--- src/rtl/sysarr_sparse_fifo.sv ---
// Sparse-row FIFO for a systolic array feeder.
// Each entry holds a nonzero value, its column index, and an end-of-row flag.
// The head entry is shown ahead on rd_* outputs. A row counter lets a consumer
// see when a complete row is buffered. Overflow and underflow are sticky.
module sysarr_sparse_fifo #(
    parameter int DW    = 16,
    parameter int IW    = 4,
    parameter int DEPTH = 8
) (
    input  logic                       clk,
    input  logic                       nRST,
    input  logic                       flush,
    input  logic                       wr_en,
    input  logic [DW-1:0]              wr_val,
    input  logic [IW-1:0]              wr_ind,
    input  logic                       wr_end,
    output logic                       full,
    input  logic                       rd_en,
    output logic [DW-1:0]              rd_val,
    output logic [IW-1:0]              rd_ind,
    output logic                       rd_end,
    output logic                       empty,
    output logic [$clog2(DEPTH):0]     count,
    output logic [$clog2(DEPTH):0]     rows,
    output logic                       row_avail,
    output logic                       overflow,
    output logic                       underflow,
    input  logic                       err_clr
);

    localparam int AW = $clog2(DEPTH);
    localparam int CW = AW + 1;
    localparam logic [CW-1:0] FULL_CNT = CW'(DEPTH);

    // Storage is data only; it is never reset and is gated at the outputs.
    logic [DW-1:0] r_val_mem [DEPTH];
    logic [IW-1:0] r_ind_mem [DEPTH];
    logic          r_end_mem [DEPTH];

    logic [AW-1:0] r_wptr;
    logic [AW-1:0] r_rptr;
    logic [CW-1:0] r_count;
    logic [CW-1:0] r_rows;
    logic          r_overflow;
    logic          r_underflow;

    logic w_empty;
    logic w_full;
    logic w_rd_acc;
    logic w_wr_acc;
    logic w_ovf_evt;
    logic w_udf_evt;
    logic w_head_end;

    assign w_empty    = (r_count == '0);
    assign w_full     = (r_count == FULL_CNT);
    assign w_head_end = r_end_mem[r_rptr];

    // Flush overrides everything: no acceptance and no error events that cycle.
    assign w_rd_acc  = ~flush & rd_en & ~w_empty;
    assign w_wr_acc  = ~flush & wr_en & (~w_full | w_rd_acc);
    assign w_ovf_evt = ~flush & wr_en & ~w_wr_acc;
    assign w_udf_evt = ~flush & rd_en & w_empty;

    // Write accepted entries into storage at the write pointer.
    always_ff @(posedge clk) begin
        if (w_wr_acc) begin
            r_val_mem[r_wptr] <= wr_val;
            r_ind_mem[r_wptr] <= wr_ind;
            r_end_mem[r_wptr] <= wr_end;
        end
    end

    // Pointers and occupancy counters; pointers wrap naturally at DEPTH.
    always_ff @(posedge clk or negedge nRST) begin
        if (!nRST) begin
            r_wptr  <= '0;
            r_rptr  <= '0;
            r_count <= '0;
            r_rows  <= '0;
        end else if (flush) begin
            r_wptr  <= '0;
            r_rptr  <= '0;
            r_count <= '0;
            r_rows  <= '0;
        end else begin
            if (w_wr_acc) r_wptr <= r_wptr + AW'(1);
            if (w_rd_acc) r_rptr <= r_rptr + AW'(1);

            case ({w_wr_acc, w_rd_acc})
                2'b10:   r_count <= r_count + CW'(1);
                2'b01:   r_count <= r_count - CW'(1);
                default: r_count <= r_count;
            endcase

            case ({w_wr_acc & wr_end, w_rd_acc & w_head_end})
                2'b10:   r_rows <= r_rows + CW'(1);
                2'b01:   r_rows <= r_rows - CW'(1);
                default: r_rows <= r_rows;
            endcase
        end
    end

    // Sticky error flags; a new event in the clear cycle wins over the clear.
    always_ff @(posedge clk or negedge nRST) begin
        if (!nRST) begin
            r_overflow  <= 1'b0;
            r_underflow <= 1'b0;
        end else if (err_clr) begin
            r_overflow  <= w_ovf_evt;
            r_underflow <= w_udf_evt;
        end else begin
            r_overflow  <= r_overflow  | w_ovf_evt;
            r_underflow <= r_underflow | w_udf_evt;
        end
    end

    assign full      = w_full;
    assign empty     = w_empty;
    assign count     = r_count;
    assign rows      = r_rows;
    assign row_avail = (r_rows != '0);
    assign overflow  = r_overflow;
    assign underflow = r_underflow;

    // Head entry is zeroed while empty so stale storage never leaks out.
    assign rd_val = w_empty ? '0   : r_val_mem[r_rptr];
    assign rd_ind = w_empty ? '0   : r_ind_mem[r_rptr];
    assign rd_end = w_empty ? 1'b0 : w_head_end;

endmodule

--- config.mk ---
export PLATFORM = sky130hd
export DESIGN_NAME = sysarr_sparse_fifo
export DESIGN_NICKNAME = d
export VERILOG_FILES = /design/src/rtl/sysarr_sparse_fifo.sv
export SDC_FILE = /design/constraint.sdc
export NUM_CORES = 1
export LEC_CHECK = 0
export ABC_AREA = 1
export CAP_MARGIN = 10
export CORE_AREA = 2 2 119 145
export DETAILED_ROUTE_END_ITERATION = 10
export DIE_AREA = 0 0 121 147
export HOLD_SLACK_MARGIN = 0.12
export PLACE_DENSITY = 0.66
export SLEW_MARGIN = 0
export SYNTH_ARGS = -nofsm -noshare
export SYNTH_HDL_FRONTEND = slang
export SYNTH_SLANG_ARGS = --single-unit
--- constraint.sdc ---
create_clock -name clk -period 5.7 [get_ports clk]
set_input_delay 1.14 -clock clk [delete_from_list [all_inputs] [get_ports clk]]
set_output_delay 1.14 -clock clk [all_outputs]
set_load 0.02 [all_outputs]
# Word level (Yosys, flattened, before mapping)
# Memories as Yosys holds them, arrays and structs flattened.
# Cells that the tools add are included.
# W data, S select, Z words.
# totals
out_inout_bits	34
ram_bits	168
word_cells	56
mem_count	3
input_bits	27
ff_bits	16
# memory_table
memory	depth	width	rd	rd_clocked_by_memory_dff	wr	line	text
r_val_mem	8	16	1	0	1	36	logic [DW-1:0] r_val_mem [DEPTH];
r_ind_mem	8	4	1	0	1	37	logic [IW-1:0] r_ind_mem [DEPTH];
r_end_mem	8	1	1	0	1	38	logic r_end_mem [DEPTH];
# op_classes
n_eq_ne	5
mux	15
bitwise	15
n_addsub	6
n_reduce_logical	6
# ops
op	count
$mux W16	1
$pmux W4 S2	2
$mux W3	4
$mux W4	3
$add A4 B1 Y4 const B	2
$and A1 B1 Y1	8
$sub A4 B1 Y4 const B	2
$add A3 B1 Y3 const B	2
$reduce_bool A3 Y1	2
$mux W1	5
$eq A2 B1 Y1 const B	2
$eq A2 B2 Y1 const B	2
$eq A4 B4 Y1 const B	1
$logic_not A4 Y1	1
$not A1 Y1	4
$reduce_bool A2 Y1	2
$reduce_bool A4 Y1	1
$or A1 B1 Y1	3

# Logic depth before layout (Yosys ltp)
# Gate-level depths: netlist (run 1).
# depth
depth_word	9
mapped_depth	17
depth_no_buf	16

# Worst setup path after synthesis (run 1)
# No wires, ideal clock.
# synth_path
path_type	in2reg
startpoint	input flush
endpoint	memory r_end_mem[0] (enable)
t_required_ns	5.301
slack_ns	2.656
path_buffers	0
t_arrival_ns	2.646
stages	7
setup_ns	0.399
path_cell_list	inv_2 > nand2_4 > nand4_1 > nand2_1 > inv_2 > nand2_1 > nor2_1
# synth_between
elab_chain_len	7
elab_cells_between_ends	8
classes_between	mux: 2; bitwise: 6
# synth_lines
element	line	text
start, declared	12	input logic flush,
$not A1 Y1 (*)	60, 61	
$and A1 B1 Y1 (2 in series)	60	assign w_rd_acc = ~flush & rd_en & ~w_empty;
$or A1 B1 Y1	61	assign w_wr_acc = ~flush & wr_en & (~w_full | w_rd_acc);
$and A1 B1 Y1 (*)	61	
$mux W1 (*)	67	if (w_wr_acc) begin
$mux W1 (implied by the code) (*)	70	r_end_mem[r_wptr] <= wr_end;
end, declared	38	
# Every way passes the cells marked *; elsewhere a longest branch is shown, timed or not.

# Final worst setup path (run 1)
# layout_path
startpoint	register r_rptr[1]
endpoint	output rd_val[6]
# layout_between
elab_chain_len	2
# layout_lines
element	line	text
start, declared	41	logic [AW-1:0] r_rptr;
start signal, assigned	88	if (w_rd_acc) r_rptr <= r_rptr + AW'(1);
$mem_v2 Z8 W16	--	
$mux W16	127	assign rd_val = w_empty ? '0 : r_val_mem[r_rptr];
end, declared	19	output logic [DW-1:0] rd_val,
# No other way between the ends.

==> flow_summary.toml, run 1 <==
[sta]
setup_viol = 0
timing.fmax_mhz = 233
max-slew-margin-rel_pct = 29.8
layout_setup_ws_ns = 1.40
maxSlewViolCount = 0
setup_repair_after_global_routing_missed_its_margin = "false"
worst-slew-pin-transition_ns = 1.05
timing.setup.tns_ns = 0
timing.final.hold_violations = 0
period_share_pct = 75.4
timing.clock.skew_ns = 0.00637
layout_min_cycle_time_ns = 4.30

[layout]
antenna-diode-count = 0
final_net_count = 714
growth_of_design_area_from_synthesis_to_finish_pct = 19.6
layout-drive-gt1-share_pct = 10.8
finish.cell_count_without_fillers = 909
seq_area_sq_um = 5450
nFillCells = 1329
multi_input_gate_area_in_the_final_layout_sq_um = 1880

[global_route]
grt_first_pass_wirelength_mm = 26.0
number_of_antenna_violations_at_the_first_check_in_global_routing = 0
grt_util_all_layers_pct = 19.3
maximum_number_of_pins_on_one_net_before_global_route_repair = 88
gr-total-overflow = 0
number_of_global_route_vias_before_repair = 4988

[floorplanning]
row_count = 52
die_height_um = 147
start_util_pct = 46.0
chipWidth_um = 121
core_area_sq_um = 16500
design.portCount = 61
area_of_the_die_sq_um = 17800

[place]
place_hpwl_mm = 9.33
io_buffer_count = 60
dp_cells = 877
dpl_worst_slack_ns = 1.86
gp_congestion = 0.822

[clock_network]
cts-root-buf = "clkbuf_16"
clk_pin_slew_worst_paths_ns = 0.07
post_cts.resized_instances = 0
max-clock-path-buffers = 2
number_of_clock_buffers_inserted_by_tritoncts = 17
h-tree-depth = 4
postCtsSetupBuffers = 0
post_cts_hold_fix_bufs = 0
cts.sinks = 184
tritoncts = "built"
clock_insertion_delay_worst_skew_ns = 0.43

[worst_setup_path]
worst_ep_arrival_time_ns = 3.16
critPathCaptureType = "output port"
critPathMaxFanout = 44
cpMostUsedCell = "o21ai_0"
crit_chain = "buf_4 > inv_2 > o21ai_0 > o22ai_1 > o21ai_0 > a31oi_1 > clkdlybuf4s50_1"
crit_buf_inv = 3
critical-path-top-delay-family = "buffers and inverters"
required_ns = 4.56
critical_path.startpoint_type = "flop"
worst_path_largest_cell_delay_ns = 0.66
slowest_cell_on_crit_path = "inv_2"
path_class = "reg2out"

[flow_run]
maxCapViolations = 0

[detailed_routing]
wl_per_instance_um = 17.8
ant_nets = 0
remaining_drc_errors = 0
drt-vias-per-instance = 5.49
drt_iter0_drc = 339
num_vias = 4990
routed_wire_length_mm = 16.2
drtPass1Iterations = 6

[hold_path]
hp-class = "reg2reg"

[pwr]
ir_drop_v = 0.000202
power_density_relative_to_cell_area_nw_per_um2 = 477
static-leakage-power_nw = 3.18

[synthesis]
yosysSeqAreaShare_pct = 71.8
syn-num-nets = 656
post_synthesis_sequential_element_count = 184
syn-instance-count = 622
mappedNetlistArea_sq_um = 7580
ys_types = 33
yosys_warnings = 0
synth_area_per_cell_sq_um = 12.2

[outcome]
outcome = "completed"
## final timing paths
path	from	end	slack, ns	cells past startpoint
hold / removal	overflow	overflow	0.54	2
setup reg to reg	r_rptr[1]	rows[3]	2.85	15
setup / recovery	r_rptr[1]	rd_val[6]	1.40	7
hold reg to reg	overflow	overflow	0.54	2
min in group asynchronous	nRST	count[1]	1.16	1
max in group asynchronous	nRST	r_rptr[0]	4.00	1
## cells in the final DEF (no fill, tap or decap), types with 3 or more instances in the layout
master	netlist	layout
bufinv_16	0	4
o21ai_1	14	14
o22ai_1	26	26
clkbuf_16	0	17
xnor2_1	4	4
clkinv_4	0	3
ha_1	6	6
o21ai_0	93	93
nor2_2	2	10
inv_1	29	29
nand2_1	35	35
a21oi_1	4	4
nand3_1	10	10
inv_2	8	8
inv_6	0	5
clkdlybuf4s50_1	0	60
edfxtp_1	168	168
nor2_1	134	126
dfrtp_1	16	15
nand2_2	3	3
a31oi_1	20	20
buf_4	1	12
## registers in the layout, indices dropped and copies added, names as in the netlist
register   flops
overflow       1
r_end_mem      8
r_val_mem    128
r_rptr         3
r_ind_mem     32
underflow      1
count          4
r_wptr         3
rows           4
## per-layer routing
layer  part of all wire, %  GRT usage [%]  vias up
met5                     0              0        -
met4                   2.0           8.60        0
met3                   4.8           3.92       23
met2                    52           32.2      152
met1                    41           24.2     2473
li1                      -              -     2342
## power breakdown
group | switching, mW | leakage, nW | total (mW) | internal (mW)
clock network | 0.512 | 0.311 | 1.26 | 0.745
logic | 0.914 | 1.14 | 1.48 | 0.562
registers | 0.0500 | 1.73 | 1.59 | 1.54
## Yosys cell counts
library cell    n  area (sq um)
a21oi_1         4          20.0
a31oi_1        20           125
buf_1           4          15.0
buf_4           1          7.51
buf_6           1          11.3
clkbuf_1       27           101
dfrtp_1        16           400
edfxtp_1      168          5040
fa_1            1          20.0
ha_1            6          75.1
inv_1          29           109
inv_2           8          30.0
nand2_1        35           131
nand2_2         3          18.8
nand2_4         2          22.5
nand3_1        10          50.1
nand3_2         2          20.0
nand3_4         1          17.5
nand3b_1        1          7.51
nand4_1         2          12.5
nand4_2         1          12.5
nor2_1        134           503
nor2_2          2          12.5
nor2_8          1          20.0
nor3_1          1          5.00
nor3_4          1          16.3
o21ai_0        93           465
o21ai_1        14          70.1
o21bai_2        1          11.3
o22ai_1        26           163
o32ai_1         1          8.76
xnor2_1         4          35.0
xor2_1          2          17.5
## cell families after synthesis
logic type	Yosys count	synth area share [%]
compound gates	159	11.4
xor+xnor	6	0.693
fa+ha+maj	7	1.25
buf+inv	70	3.62
flops	184	71.8
simple gates	196	11.2
## area by class of cell
type,instances,share of cell area [%]
Sequential cell,184,60.1
Multi-Input combinational cell,368,20.7
Timing Repair Buffer,72,7.62
Clock buffer,17,4.69
Tap cell,216,2.98
Clock inverter,15,2.36
Inverter,37,1.53
## worst min-delay path: cells and delay by family (launching register included)
family | cells | cell delay, ns
AO/OA/AOI/OAI | 1 | 0.06
buffers and inverters | 1 | 0.06
flip-flops | 1 | 0.38
## stage by stage
step	instance area [sq um]	hold slack, ns	util, %	total power [mW]
2_1_floorplan	7580	0.537	-	2.52
3_3_place_gp	8430	0.498	51.2	3.07
3_5_place_dp	8430	0.536	51.2	3.10
4_1_cts	9070	0.547	55.1	4.35
5_1_grt	9070	0.573	55.1	4.55
6_report	9070	0.543	55.1	4.32
Power figures use the tool's default switching activity.
==> run 2, diff against run 1 <==
--- a/config.mk
+++ b/config.mk
@@ -11,7 +11,7 @@
 export DETAILED_ROUTE_END_ITERATION = 10
 export DIE_AREA = 0 0 121 147
 export HOLD_SLACK_MARGIN = 0.12
-export PLACE_DENSITY = 0.66
+export PLACE_DENSITY = 0.68
 export SLEW_MARGIN = 0
 export SYNTH_ARGS = -nofsm -noshare
 export SYNTH_HDL_FRONTEND = slang
==> constraint.sdc (replaced) <==
create_clock -name clk -period 3.47 [get_ports clk]
set_input_delay 0.694 -clock clk [delete_from_list [all_inputs] [get_ports clk]]
set_output_delay 0.694 -clock clk [all_outputs]
set_load 0.02 [all_outputs]
==> run 2 against run 1 <==
Cell area grew 1.3%. Clock power is 55% higher. Critical path depth unchanged. Flip-flop and latch count unchanged. Combinational power is 69% higher. Routed wire length grew 1.3%. Utilization grew 0.73 points.
==> flow_summary.toml, run 2 (same netlist as run 1, synthesis figures left out) <==
[outcome]
outcome = "completed"

[layout]
largest_register = "r_val_mem"
top_registers = "r_val_mem (128), r_ind_mem (32), r_end_mem (8)"
antenna-diode-count = 0
mostFrequentLayoutCell = "edfxtp_1"
layout-drive-gt1-share_pct = 12.6
growth_of_design_area_from_synthesis_to_finish_pct = 21.2
postLayoutCellArea_sq_um = 9190
multi_input_gate_area_in_the_final_layout_sq_um = 1880
final_net_count = 729
number_of_flip_flops_in_the_largest_register = 128
nFillCells = 1345
seq_area_sq_um = 5450
mostFrequentLayoutCells = "edfxtp_1, nor2_1, o21ai_0, clkdlybuf4s50_1, nand2_1"

[detailed_routing]
remaining_drc_errors = 0
highest_layer_used_for_signal_routing = "met4"
wl_per_instance_um = 17.8
drt-vias-per-instance = 5.47
drt_iter0_drc = 295
routed_wire_length_mm = 16.4
ant_nets = 0
routed-wl-met2_mm = 8.41
drtPass1Iterations = 5
route.met3.wl_um = 854
num_vias = 5057
m1WireLength_mm = 6.83

[floorplanning]
start_util_pct = 46.0
design.portCount = 61
die_height_um = 147
row_count = 52
chipWidth_um = 121
core_area_sq_um = 16500
area_of_the_die_sq_um = 17800

[worst_setup_path]
worst_ep_arrival_time_ns = 2.64
critPathMaxFanout = 48
critical-path-top-delay-family = "buffers and inverters"
crit_buf_inv = 3
crit_chain = "inv_2 > buf_12 > o21ai_0 > o22ai_1 > o21ai_0 > a31oi_1 > clkdlybuf4s50_1"
critPathCaptureType = "output port"
required_ns = 2.78
slowest_cell_on_crit_path = "clkdlybuf4s50_1"
cpMostUsedCell = "o21ai_0"
critical_path.startpoint_type = "flop"
worst_path_largest_cell_delay_ns = 0.64
path_class = "reg2out"

[clock_network]
postCtsSetupBuffers = 0
max-clock-path-buffers = 2
cts-root-buf = "clkbuf_16"
clk_pin_slew_worst_paths_ns = 0.07
clock_insertion_delay_worst_skew_ns = 0.43
number_of_clock_buffers_inserted_by_tritoncts = 17
tritoncts = "built"
cts.sinks = 184
h-tree-depth = 4

[sta]
max-slew-margin-rel_pct = 45.2
timing.fmax_mhz = 300
period_share_pct = 96.2
timing.final.hold_violations = 0
layout_min_cycle_time_ns = 3.34
worst-slew-pin-transition_ns = 0.820
maxSlewViolCount = 0
timing.clock.skew_ns = 0.00640
layout_setup_ws_ns = 0.133
setup_viol = 0
timing.setup.tns_ns = 0
setup_repair_after_global_routing_missed_its_margin = "false"

[pwr]
static-leakage-power_nw = 3.27
power_density_relative_to_cell_area_nw_per_um2 = 773
ir_drop_v = 0.000414

[place]
place_hpwl_mm = 9.89
io_buffer_count = 60
place_area_sq_um = 8580
dpl_worst_slack_ns = 0.433
gp_congestion = 0.782

[global_route]
maximum_number_of_pins_on_one_net_before_global_route_repair = 51
grt_util_all_layers_pct = 19.6
number_of_global_route_vias_before_repair = 5191
number_of_antenna_violations_at_the_first_check_in_global_routing = 0
gr-total-overflow = 0
grt_first_pass_wirelength_mm = 26.5

[flow_run]
maxCapViolations = 0

[hold_path]
hp-class = "reg2reg"
run 2: cell count changes in the layout (fill, tap and decap cells not counted), moves of 3 or more:
cell,before,now
buf_4,12,23
clkinv_2,1,5
inv_6,5,1
buf_12,0,3
run 2: power by group:
| group | leakage, nW | internal [mW] | total [mW] | switching, mW |
|---|---|---|---|---|
| clock network | 0.298 | 1.14 | 1.95 | 0.816 |
| logic | 1.24 | 1.01 | 2.50 | 1.49 |
| registers | 1.73 | 2.53 | 2.65 | 0.120 |
run 2: worst paths after layout:
check	slack [ns]	depth (start not counted)	endpoint	startpoint
min in group asynchronous	0.73	1	rows[2]	nRST
worst min-delay path	0.52	2	overflow	overflow
max in group asynchronous	2.14	1	r_rptr[0]	nRST
worst max register to register	1.10	17	rows[3]	r_rptr[0]
worst max-delay path	0.13	7	rd_val[7]	r_rptr[0]
worst min register to register	0.52	2	overflow	overflow
run 2: repair_timing:
action / CTS / global route
hold buffers: 0 / 0
setup endpoints to repair: 0 / 11
resized for setup: 0 / 3
hold endpoints to repair: 0 / 0
run 2: final cells by class:
class                      count  area share (%)
sequential                   184            59.3
multi-input combinational    368            20.5
timing repair buffer          87            9.22
clock buffer                  17            4.63
tap                          216            2.94
clock inverter                15            1.91
inverter                      37            1.51
run 2: per-layer routing:
layer  vias up  global-route usage [%]
met5         -                       0
met4         0                    8.72
met3        29                    4.39
met2       161                    32.4
met1      2501                    24.8
li1       2366                       -
run 2: per-stage QoR:
step	hold WS (ns)	util (%)	instances	total power, mW
after floorplan	0.398	-	622	4.15
after global placement	0.504	52.1	892	5.14
after detailed placement	0.513	52.1	892	5.19
after CTS	0.528	55.8	924	7.14
after global routing	0.556	55.8	924	7.45
final	0.524	55.8	924	7.10
run 2: worst min-delay path, delay by kind of cell, from the launching register on:
family / cells / cell delay, ns
AOI/OAI and AO/OA: 1 / 0.09
buffers and inverters: 1 / 0.05
DFF: 1 / 0.34
==> run 3, diff against run 2 <==
--- a/config.mk
+++ b/config.mk
@@ -16,3 +16,4 @@
 export SYNTH_ARGS = -nofsm -noshare
 export SYNTH_HDL_FRONTEND = slang
 export SYNTH_SLANG_ARGS = --single-unit
+export TNS_END_PERCENT = 5
==> results of run 3 <==
No change in the layout: final DEF, timing and power equal those of run 2.
